<file path="config.mk">
export PLATFORM = sky130hd
export DESIGN_NAME = crc8_rx_framer_flat
export DESIGN_NICKNAME = d
export VERILOG_FILES = /design/src/rtl/crc8_rx_framer_if.sv /design/src/rtl/crc8_rx_framer.sv /design/src/flat_wrapper.sv
export SDC_FILE = /design/constraint.sdc
export NUM_CORES = 1
export LEC_CHECK = 0
export CAP_MARGIN = 30
export CELL_PAD_IN_SITES_DETAIL_PLACEMENT = 0
export CELL_PAD_IN_SITES_GLOBAL_PLACEMENT = 1
export CORE_MARGIN = 2
export CORE_UTILIZATION = 25
export CTS_CLUSTER_SIZE = 20
export DETAILED_ROUTE_END_ITERATION = 10
export PLACE_DENSITY_LB_ADDON = 0.08
export SYNTH_ARGS = -nofsm -noshare
export SYNTH_HDL_FRONTEND = slang
export SYNTH_SLANG_ARGS = --single-unit
</file>
<file path="constraint.sdc">
create_clock -name clk -period 2.4 [get_ports clk]
set_input_delay 0.24 -clock clk [delete_from_list [all_inputs] [get_ports clk]]
set_output_delay 0.24 -clock clk [all_outputs]
set_load 0.05 [all_outputs]
</file>
<file path="src/rtl/crc8_rx_framer_if.sv">
`default_nettype none
// ============================================================================
// Module   : crc8_rx_framer_if
// Brief    : Serial bit-stream input and framed byte / verdict output bundle
//            for crc8_rx_framer.
// Revision : 1.0 - initial release
// ============================================================================
interface crc8_rx_framer_if;
  logic       rx_bit;
  logic       rx_valid;
  logic [7:0] data_out;
  logic       data_valid;
  logic       frame_done;
  logic       frame_ok;
  logic [1:0] err_code;
  logic [7:0] crc_calc;
  logic       busy;

  modport master (
    output rx_bit, rx_valid,
    input  data_out, data_valid, frame_done, frame_ok, err_code, crc_calc, busy
  );

  modport slave (
    input  rx_bit, rx_valid,
    output data_out, data_valid, frame_done, frame_ok, err_code, crc_calc, busy
  );
endinterface
`default_nettype wire

</file>
<file path="src/rtl/crc8_rx_framer.sv">
`default_nettype none
// ============================================================================
// Module   : crc8_rx_framer
// Brief    : Hunts for the sync byte in a strobed serial stream, deserialises
//            length / payload / CRC-8 (poly 0x07) and reports a frame verdict.
//            Optional mid-frame idle timeout: define RX_TIMEOUT_EN.
// Revision : 1.0 - initial release
// ============================================================================
module crc8_rx_framer #(
  parameter logic [7:0] SYNC_BYTE      = 8'h7E,
  parameter int         MAX_LEN        = 16,
  parameter int         TIMEOUT_CYCLES = 1024
) (
  input  wire logic       clk,
  input  wire logic       rst,
  crc8_rx_framer_if.slave bus
);

  typedef enum logic [1:0] {
    ST_HUNT    = 2'd0,
    ST_LEN     = 2'd1,
    ST_PAYLOAD = 2'd2,
    ST_CRC     = 2'd3
  } state_t;

  state_t     state_q, state_d;
  logic [6:0] shift_q, shift_d;
  logic [7:0] len_q, len_d;
  logic [7:0] crc_q, crc_d;
  logic [7:0] byte_cnt_q, byte_cnt_d;
  logic [2:0] bit_cnt_q, bit_cnt_d;
  logic [7:0] data_out_q, data_out_d;
  logic       data_valid_q, data_valid_d;
  logic       frame_done_q, frame_done_d;
  logic       frame_ok_q, frame_ok_d;
  logic [1:0] err_code_q, err_code_d;

  logic [7:0] w_byte;
  logic       w_fb;
  logic [7:0] w_crc_step;
  logic       w_last_bit;

  // One shift register serves as hunt window and byte deserialiser; its
  // top bit is never needed because the incoming bit completes the byte.
  assign w_byte     = {shift_q, bus.rx_bit};
  assign w_fb       = crc_q[7] ^ bus.rx_bit;
  assign w_crc_step = {crc_q[6:0], 1'b0} ^ (w_fb ? 8'h07 : 8'h00);
  assign w_last_bit = (bit_cnt_q == 3'd7);

`ifdef RX_TIMEOUT_EN
  logic [15:0] idle_q, idle_d;
`else
  logic unused_timeout;
  assign unused_timeout = |TIMEOUT_CYCLES;
`endif

  always_comb begin
    state_d      = state_q;
    shift_d      = shift_q;
    len_d        = len_q;
    crc_d        = crc_q;
    byte_cnt_d   = byte_cnt_q;
    bit_cnt_d    = bit_cnt_q;
    data_out_d   = data_out_q;
    data_valid_d = 1'b0;
    frame_done_d = 1'b0;
    frame_ok_d   = frame_ok_q;
    err_code_d   = err_code_q;

    if (bus.rx_valid) begin
      shift_d = w_byte[6:0];
      case (state_q)
        ST_HUNT: begin
          if (w_byte == SYNC_BYTE) begin
            state_d    = ST_LEN;
            crc_d      = 8'h00;
            bit_cnt_d  = 3'd0;
            byte_cnt_d = 8'd0;
          end
        end
        ST_LEN: begin
          crc_d     = w_crc_step;
          bit_cnt_d = bit_cnt_q + 3'd1;
          if (w_last_bit) begin
            if (w_byte == 8'd0 || int'(w_byte) > MAX_LEN) begin
              state_d      = ST_HUNT;
              shift_d      = 7'd0;
              frame_done_d = 1'b1;
              frame_ok_d   = 1'b0;
              err_code_d   = 2'd2;
            end else begin
              len_d   = w_byte;
              state_d = ST_PAYLOAD;
            end
          end
        end
        ST_PAYLOAD: begin
          crc_d     = w_crc_step;
          bit_cnt_d = bit_cnt_q + 3'd1;
          if (w_last_bit) begin
            data_out_d   = w_byte;
            data_valid_d = 1'b1;
            byte_cnt_d   = byte_cnt_q + 8'd1;
            if (byte_cnt_q + 8'd1 == len_q) begin
              state_d = ST_CRC;
            end
          end
        end
        ST_CRC: begin
          bit_cnt_d = bit_cnt_q + 3'd1;
          if (w_last_bit) begin
            state_d      = ST_HUNT;
            shift_d      = 7'd0;
            frame_done_d = 1'b1;
            frame_ok_d   = (w_byte == crc_q);
            err_code_d   = (w_byte == crc_q) ? 2'd0 : 2'd1;
          end
        end
        default: state_d = ST_HUNT;
      endcase
    end

`ifdef RX_TIMEOUT_EN
    // A strobe on the limiting clock takes the branch above and the counter restarts.
    idle_d = 16'd0;
    if (state_q != ST_HUNT && !bus.rx_valid) begin
      idle_d = idle_q + 16'd1;
      if (idle_d == 16'(TIMEOUT_CYCLES)) begin
        idle_d       = 16'd0;
        state_d      = ST_HUNT;
        shift_d      = 7'd0;
        frame_done_d = 1'b1;
        frame_ok_d   = 1'b0;
        err_code_d   = 2'd3;
      end
    end
`endif
  end

  always_ff @(posedge clk) begin
    if (rst) begin
      state_q      <= ST_HUNT;
      shift_q      <= 7'd0;
      len_q        <= 8'd0;
      crc_q        <= 8'd0;
      byte_cnt_q   <= 8'd0;
      bit_cnt_q    <= 3'd0;
      data_out_q   <= 8'd0;
      data_valid_q <= 1'b0;
      frame_done_q <= 1'b0;
      frame_ok_q   <= 1'b0;
      err_code_q   <= 2'd0;
    end else begin
      state_q      <= state_d;
      shift_q      <= shift_d;
      len_q        <= len_d;
      crc_q        <= crc_d;
      byte_cnt_q   <= byte_cnt_d;
      bit_cnt_q    <= bit_cnt_d;
      data_out_q   <= data_out_d;
      data_valid_q <= data_valid_d;
      frame_done_q <= frame_done_d;
      frame_ok_q   <= frame_ok_d;
      err_code_q   <= err_code_d;
    end
  end

`ifdef RX_TIMEOUT_EN
  always_ff @(posedge clk) begin
    if (rst) begin
      idle_q <= 16'd0;
    end else begin
      idle_q <= idle_d;
    end
  end
`endif

  assign bus.data_out   = data_out_q;
  assign bus.data_valid = data_valid_q;
  assign bus.frame_done = frame_done_q;
  assign bus.frame_ok   = frame_ok_q;
  assign bus.err_code   = err_code_q;
  assign bus.crc_calc   = crc_q;
  assign bus.busy       = (state_q != ST_HUNT);

endmodule
`default_nettype wire
</file>
<file path="src/flat_wrapper.sv">
// flat-port wrapper written by rule: the top's interface ports become plain ports
module crc8_rx_framer_flat 
#(
  parameter logic [7:0] SYNC_BYTE      = 8'h7E,
  parameter int         MAX_LEN        = 16,
  parameter int         TIMEOUT_CYCLES = 1024
)
  (clk, rst, bus_rx_bit, bus_rx_valid, bus_data_out, bus_data_valid, bus_frame_done, bus_frame_ok, bus_err_code, bus_crc_calc, bus_busy);
  crc8_rx_framer_if bus_i ();
  input  wire logic clk;
  input  wire logic rst;
  input wire logic [$bits(bus_i.rx_bit)-1:0] bus_rx_bit;
  input wire logic [$bits(bus_i.rx_valid)-1:0] bus_rx_valid;
  output wire logic [$bits(bus_i.data_out)-1:0] bus_data_out;
  output wire logic [$bits(bus_i.data_valid)-1:0] bus_data_valid;
  output wire logic [$bits(bus_i.frame_done)-1:0] bus_frame_done;
  output wire logic [$bits(bus_i.frame_ok)-1:0] bus_frame_ok;
  output wire logic [$bits(bus_i.err_code)-1:0] bus_err_code;
  output wire logic [$bits(bus_i.crc_calc)-1:0] bus_crc_calc;
  output wire logic [$bits(bus_i.busy)-1:0] bus_busy;
  assign bus_i.rx_bit = bus_rx_bit;
  assign bus_i.rx_valid = bus_rx_valid;
  assign bus_data_out = bus_i.data_out;
  assign bus_data_valid = bus_i.data_valid;
  assign bus_frame_done = bus_i.frame_done;
  assign bus_frame_ok = bus_i.frame_ok;
  assign bus_err_code = bus_i.err_code;
  assign bus_crc_calc = bus_i.crc_calc;
  assign bus_busy = bus_i.busy;
  crc8_rx_framer #(.SYNC_BYTE(SYNC_BYTE), .MAX_LEN(MAX_LEN), .TIMEOUT_CYCLES(TIMEOUT_CYCLES)) u_core (.clk(clk), .rst(rst), .bus(bus_i));
endmodule
</file>
# Yosys cells after proc, flatten, opt, wreduce, memory -nomap -nowiden
# Cells that the tools add are included.
totals:
  in_bits: 4
  word_cells: 81
  output_inout_bits: 22
  regBits: 49
op_classes:
  muxes: 31
  n_eq_ne: 13
  reduce_logical: 18
  bitwise: 5
  magnitude_cmp: 1
  addsub: 2
ops:
  columns: ["op", "n"]
  rows:
  - ["$pmux W8 S2", 2]
  - ["$mux W7", 3]
  - ["$mux W2", 9]
  - ["$eq A8 B8 Y1", 2]
  - ["$mux W8", 2]
  - ["$pmux W7 S2", 1]
  - ["$ne A2 B1 Y1 const B", 6]
  - ["$add A8 B1 Y8 const B", 1]
  - ["$eq A8 B7 Y1 const B", 1]
  - ["$gt A8 B5 Y1 const B", 1]
  - ["$logic_not A8 Y1", 1]
  - ["$pmux W2 S4", 1]
  - ["$reduce_and A4 Y1", 2]
  - ["$reduce_bool A2 Y1", 4]
  - ["$xor A8 B8 Y8", 1]
  - ["$mux W1", 7]
  - ["$mux W3", 2]
  - ["$pmux W3 S2", 1]
  - ["$reduce_and A3 Y1", 2]
  - ["$reduce_and A6 Y1", 1]
  - ["$reduce_or A3 Y1", 2]
  - ["$reduce_and A5 Y1", 1]
  - ["$eq A2 B2 Y1 const B", 2]
  - ["$pmux W1 S2", 2]
  - ["other kinds (10)", 13]

# Depth between registers and ports, before layout
# Gate-level depths: netlist of run 1.
depth:
  word_depth: 5
  mapped_depth: 8
  ltp_nobuf: 7

# Worst setup path after synthesis of run 1
# Ideal clock, no wire load.
synth_timing:
  path_kind: "reg-to-reg"
  from: "register u_core.byte_cnt_q[0]"
  to: "register (tool-made name)"
  setup_ns: 0.070
  path_slack_ns: 0.395
  period_less_slack_ns: 2.005
  path_buffers: 0
  arrival_time_ns: 1.935
  t_required_ns: 2.330
  stages_incl_launch_ff: 8
  cell_sequence: "dfxtp_1 > ha_1 > inv_1 > nor4_1 > a31oi_1 > o41a_1 > or3_1 > a21oi_1"
synth_rtl:
  columns: ["element", "line_no", "source"]
  rows:
  - ["start, declared", "crc8_rx_framer.sv:30", "logic [7:0] byte_cnt_q, byte_cnt_d;"]
  - ["start signal, assigned", "crc8_rx_framer.sv:158", "byte_cnt_q <= byte_cnt_d;"]

# Worst setup path after layout of run 1
layout_timing:
  from: "register u_core.state_q[0]"
  to: "output bus_busy"
layout_via:
  elab_chain_cells: 1
layout_rtl:
  columns: ["element", "line_no", "source"]
  rows:
  - ["start, declared", "crc8_rx_framer.sv:26", "state_t state_q, state_d;"]
  - ["start signal, assigned", "crc8_rx_framer.sv:154", "state_q <= state_d;"]
  - ["$reduce_bool A2 Y1", "crc8_rx_framer.sv:184", "assign bus.busy = (state_q != ST_HUNT);"]
  - ["end, declared", "flat_wrapper.sv:20", "output wire logic [$bits(bus_i.busy)-1:0] bus_busy;"]
# Every way passes these cells.

==> impl_results.md, run 1 <==
* Total grt overflow at 0
* Post-synth EDFFs at 0
* Synth Cell Area at 0.00236 mm^2
* Vias per inst at 4.75
* Register area share after synthesis at 41.5%
* Setup WS post-layout at 175 ps
* Vias in the first global route at roughly 2.0k
* Post-synthesis compound-gate area fraction at 16.1%
* Gate Count Post-Synth at 282
* Clock sink total at 49
* Final setup viols at 0
* HP Class: flop to flop
* Synth-to-Final Area Change at 22.6%
* Final min period at 2220 ps
* WL met1 at approximately 3.3 mm
* Tcrit/Tclk final at 92.7%
* H-Tree Depth at 2
* Hold buffers post-CTS at 0
* TNS Setup at 0 ps
* Die Height at about 100 um
* Number of distinct library cells after synthesis at 45
* Crit Path Class: flop to primary output
* Metal3 WL at 139 um
* Top Layer Used: met4
* Max clock buf depth at 2
* Final Hold Fails at 0
* RSZ-0062 raised after global routing: no
* Largest net degree at the start of global routing at 18
* Starting Density at 25.7%
* Ys flop type: dfxtp_1
* CTS Buf Count at 5
* Area share of fa/ha/maj cells after synthesis at around 4.2%
* Critical path peak fanout at 4
* Vias at 2020
* XOR/XNOR Fraction of Synth Area at 7.78%
* Least-Margin Pin Slew at 712 ps
* Maximum clock rate at 450 MHz
* Clock Latency Late Sink at 310 ps
* DRT Pass-1 Iters at 5
* Status: completed
* Post-route design area at 0.00290 mm^2
* Post-synthesis mux area share at 2.12%
* Max-Cap Viols at 0
* Input/output buffers at 25
* Initial antenna violation count at 0
* CP arrival at approximately 2000 ps
* Core Area at 0.00920 mm^2
* Placed Instances at 417
* Share of layout cells above drive strength 1 at 11.5%
* Gr usage total at 13.5%
* Synth warn at 0
* Largest family of logic cells by synthesized area: simple AND/OR/NAND/NOR gates
* Post-synthesis register bit count at just under 50
* Cell chosen for the clock root: clkbuf_8
* Clock Skew at 16.3 ps
* FP Rows at 35
* Routed met2 length at 2.90 mm
* Async set-reset flop share out of synthesis at 0%
* Required time of the critical path at 2160 ps
* Crit end category: primary output
* Post-Syn Nets at 294
* Final #Nets at 325
* DIE WIDTH at 101 um
* Final Max Tran Viols at 0
* IO Pins at 26
* Resized Gates After CTS at 0
* Drt total wl at 6.45 mm
* Register-to-Register Path Depth at 7
* HPWL after DPL at 4.63 mm
* Pre-CTS setup slack at ~180 ps
* Leak Pwr at around 1.0 nW
* Most common cell after layout, fill and taps aside: dfxtp_1
* Fin util at about a third
* Die ar. at 0.0102 mm^2
* Commonest non-fill, non-tap cells in the layout: dfxtp_1, nand2_1, a21oi_1
* Pwr Density at slightly below 500 mW/mm^2
* CTS tree: yes
* First-pass GRT wire length at approximately 11 mm
* Worst vdd ir at 0.222 mV
* Post-CTS setup buffer count at 0
* Clk slew on worst S/H paths at 110 ps
* Synth Area in Simple Gates at 24.4%
* Worst Hold Path Cells at 2
* Slew headroom at 52.2%
* DRC violations left at 0
* Mean Syn Cell Area at 8.38 um^2
* DRT iter0 DRCs at 56
* Final non-filler cell total at 425
* Crit path launch type: flop
* Area post-placement at 0.00280 mm^2
* Inserted Diodes at 0
* Routed length per instance at roughly 15 um
* Routability cong. at 0.721
* Routed Antenna Nets at 0
worst max-delay path, stage by stage, from the launching register on:
cell and delay [ps]:
dfxtp_1 410, inv_1 120, ha_1 270, inv_1 90, clkdlybuf4s50_1 800
final timing paths:
kind | startpoint | endpoint | slack (ps)
max reg2reg | u_core.byte_cnt_q[1] | flop | 200
min reg2reg | u_core.bus.data_out[4] | u_core.bus.data_out[4] | 460
max | u_core.state_q[0] | bus_busy | 180
min | u_core.bus.data_out[4] | u_core.bus.data_out[4] | 460
kinds of logic (layout without fill, tap and decap cells):
| group | count (synthesis) | in the layout |
|---|---|---|
| simple gates | 113 | 113 |
| compound gates | 63 | 63 |
| flops | 49 | 49 |
| buf+inv | 23 | 55 |
| xor+xnor | 21 | 21 |
| fa+ha+maj | 8 | 8 |
| mux | 5 | 5 |
where the power goes:
part           internal (mW)  switching, mW
Combinational         0.0226         0.0315
Sequential             0.815        0.00486
Clock                  0.213          0.317
flip-flops by register name, indices dropped and copies added, names as in the netlist, named ones only:
signal,cells
u_core.bus.frame_ok,1
u_core.bus.crc_calc,8
u_core.bit_cnt_q,3
u_core.bus.data_valid,1
u_core.bus.err_code,2
u_core.bus.data_out,8
u_core.state_q,1
u_core.bus.frame_done,1
u_core.len_q,8
u_core.byte_cnt_q,8
u_core.shift_q,7
synthesized netlist by cell type, types with 3 or more instances:
library cell,number,share of area (%)
nand3_1,9,1.9
nand4_1,3,0.79
inv_1,6,0.95
clkbuf_1,12,1.9
a22oi_1,9,2.9
o21ai_0,10,2.1
xor2_1,5,1.9
xnor2_1,16,5.9
ha_1,8,4.2
nand2_1,35,5.6
dfxtp_1,49,42
and2_1,3,0.79
nor2_1,25,4.0
nand3b_1,3,0.95
nor3_1,4,0.85
and3_1,6,1.6
or3_1,5,1.3
nand2b_1,4,1.1
a21oi_1,32,6.8
buf_2,3,0.64
mux2i_1,5,2.1
metrics by stage:
step           total power, mW  hold slack (ps)
2_1_floorplan            0.869              436
3_3_place_gp             0.894              447
3_5_place_dp             0.893              451
4_1_cts                   1.43              467
5_1_grt                   1.47              495
6_report                  1.40              465
cell type report:
| type | instances | area (um^2) |
|---|---|---|
| repair buffers | 41 | 370 |
| fillers | 1022 | 6300 |
| flip-flops and latches | 49 | 981 |
| inverters | 6 | 22.5 |
| clock buffers | 5 | 68.8 |
| clock inverters | 3 | 25.0 |
| well taps | 111 | 139 |
| multi-input cells | 210 | 1290 |
per-layer routing:
layer  global-route usage (%)  up-vias
met5                        0        -
met4                     3.74        0
met3                     2.48        7
met2                     21.2       25
met1                     18.9      948
li1                         -     1040
No activity file was read; power rests on OpenSTA's default activity.
==> run 2: changes to the inputs <==
- clock period: 2.4 -> 2.05 ns (I/O delays scaled with it)
==> impl_results.md, run 2 (same netlist as run 1, synthesis figures left out) <==
* Commonest non-fill, non-tap cells in the layout: dfxtp_1, buf_4, nand2_1
* Least-Margin Pin Slew at 517 ps
* Routed Antenna Nets at 0
* Final setup viols at 0
* Hold buffers post-CTS at 0
* Leak Pwr at around 1.2 nW
* Most common cell after layout, fill and taps aside: dfxtp_1
* DRC violations left at 0
* Final min period at 2020 ps
* Worst vdd ir at about 0.3 mV
* Routed length per instance at 14.8 um
* DIE WIDTH at 101 um
* First-pass GRT wire length at 10.8 mm
* Slew headroom at 65.4%
* DRT Pass-1 Iters at 6
* CP peak stage delay at 450 ps
* Largest net degree at the start of global routing at 21
* Crit. Startpoint: u_core.byte_cnt_q[0]
* Input/output buffers at 25
* DRT iter0 DRCs at 63
* Core Area at approximately 0.0092 mm^2
* Switch share at 24.3%
* Most frequent CP cell: and4_4
* Flop pwr share at 57.3%
* Final non-filler cell total at 449
* Drt total wl at between 6 and 7 mm
* Initial antenna violation count at 0
* H-Tree Depth at 2
* Routed met2 length at 2.92 mm
* FP Rows at 35
* NetSw at 0.406 mW
* WHS at 462 ps
* Logic pwr share at 4.2%
* Starting Density at 25.7%
* CTS tree: yes
* Synth-to-Final Area Change at 32.3%
* Clock network power share at 38.6%
* Crit-path leading delay family: simple AND/OR/NAND/NOR gates
* Max clock buf depth at 2
* Clock sink total at 49
* Final Max Tran Viols at 0
* IO Pins at 26
* Vias in the first global route at 2068
* Crit-path cells: buf_6, and4_4, and4_4, xnor2_2, o41a_1, or3_1, a21oi_2
* Critical path peak fanout at 5
* Tcrit/Tclk final at 98.6%
* Required time of the critical path at 2290 ps
* CTS Buf Count at 5
* Final Hold Fails at 0
* Max-Cap Viols at 0
* Clk slew on worst S/H paths at 100 ps
* Clock Latency Late Sink at 300 ps
* Crit end category: flop
* Cell-internal power at ~1.3 mW
* Die ar. at 0.0102 mm^2
* Gr usage total at 13.3%
* Pwr Density at 534 mW/mm^2
* Die Height at 101 um
* HP Class: flop to flop
* Slowest CP cell: o41a_1
* Buf+Inv Stages, Crit Path at 1
* Routability cong. at 0.712
* Final #Nets at 349
* Total grt overflow at 0
* TNS Setup at 0 ps
* Share of layout cells above drive strength 1 at between 20 and 25%
* RSZ-0062 raised after global routing: yes
* Crit path launch type: flop
* HPWL after DPL at a little under 5 mm
* Inserted Diodes at 0
* Tot Pwr at 1.67 mW
* WL met1 at 3.55 mm
* Clock Skew at 5.59 ps
* Vias per inst at between 4 and 5
* Placed Instances at around 440
* Top Layer Used: met4
* Critical R2R Launch: u_core.byte_cnt_q[0]
* Crit Path Class: flop to flop
* Hold path startpoint: u_core.bus.data_out[4]
* Maximum clock rate at 495 MHz
* Vias at 2066
* Cell chosen for the clock root: clkbuf_8
* Metal3 WL at 125 um
* R2R setup slack at 30 ps
* CP arrival at 2260 ps
* Status: completed
run 2: power by group through the flow:
stage	Clock, mW	Sequential, mW	Combinational (mW)
global route	0.706	0.957	0.0755
finish	0.644	0.956	0.0693
global placement	0	0.979	0.0698
detailed placement	0	0.978	0.0694
floorplan	0	0.976	0.0418
CTS	0.670	0.956	0.0698
run 2: repair_timing:
| item | 4_1_cts | 5_1_grt |
|---|---|---|
| gates resized for setup | 5 | 8 |
| endpoints found under the setup margin | 1 | 1 |
| endpoints found under the hold margin | 0 | 0 |
| setup buffers | 3 | 1 |
| pin swaps | 4 | 7 |
run 2: area by class of cell:
cell class,instances,area [um^2]
fill,1001,6070
multi-input combinational,210,1330
clock buffer,6,82.6
sequential,49,986
timing repair buffer,65,552
inverter,6,22.5
tap,111,139
clock inverter,2,17.5
run 2: per-stage QoR:
stage	instance area, um^2	utilization, %	worst slack, ps
2_1_floorplan	2360	-	44.7
3_3_place_gp	2950	32.1	-101
3_5_place_dp	2950	32.1	-150
4_1_cts	3080	33.5	21.9
5_1_grt	3130	34.0	-30.0
6_report	3130	34.0	28.9
run 2: worst paths after layout:
kind,endpoint,cells after the start
max,flop,7
min,u_core.bus.data_out[4],2
max reg2reg,flop,7
min reg2reg,u_core.bus.data_out[4],2
run 2: worst reg2reg max path, stage by stage, from the launching register on:
cell,delay [ps]
dfxtp_2,350
buf_6,100
and4_4,230
and4_4,230
xnor2_2,70
o41a_1,450
or3_1,400
a21oi_2,130
run 2: per-layer routing:
metal / global-route usage, % / up-vias
met2: 21.3 / 20
met1: 18.7 / 950
met4: 2.91 / 0
met5: 0 / -
li1: - / 1094
met3: 2.55 / 2
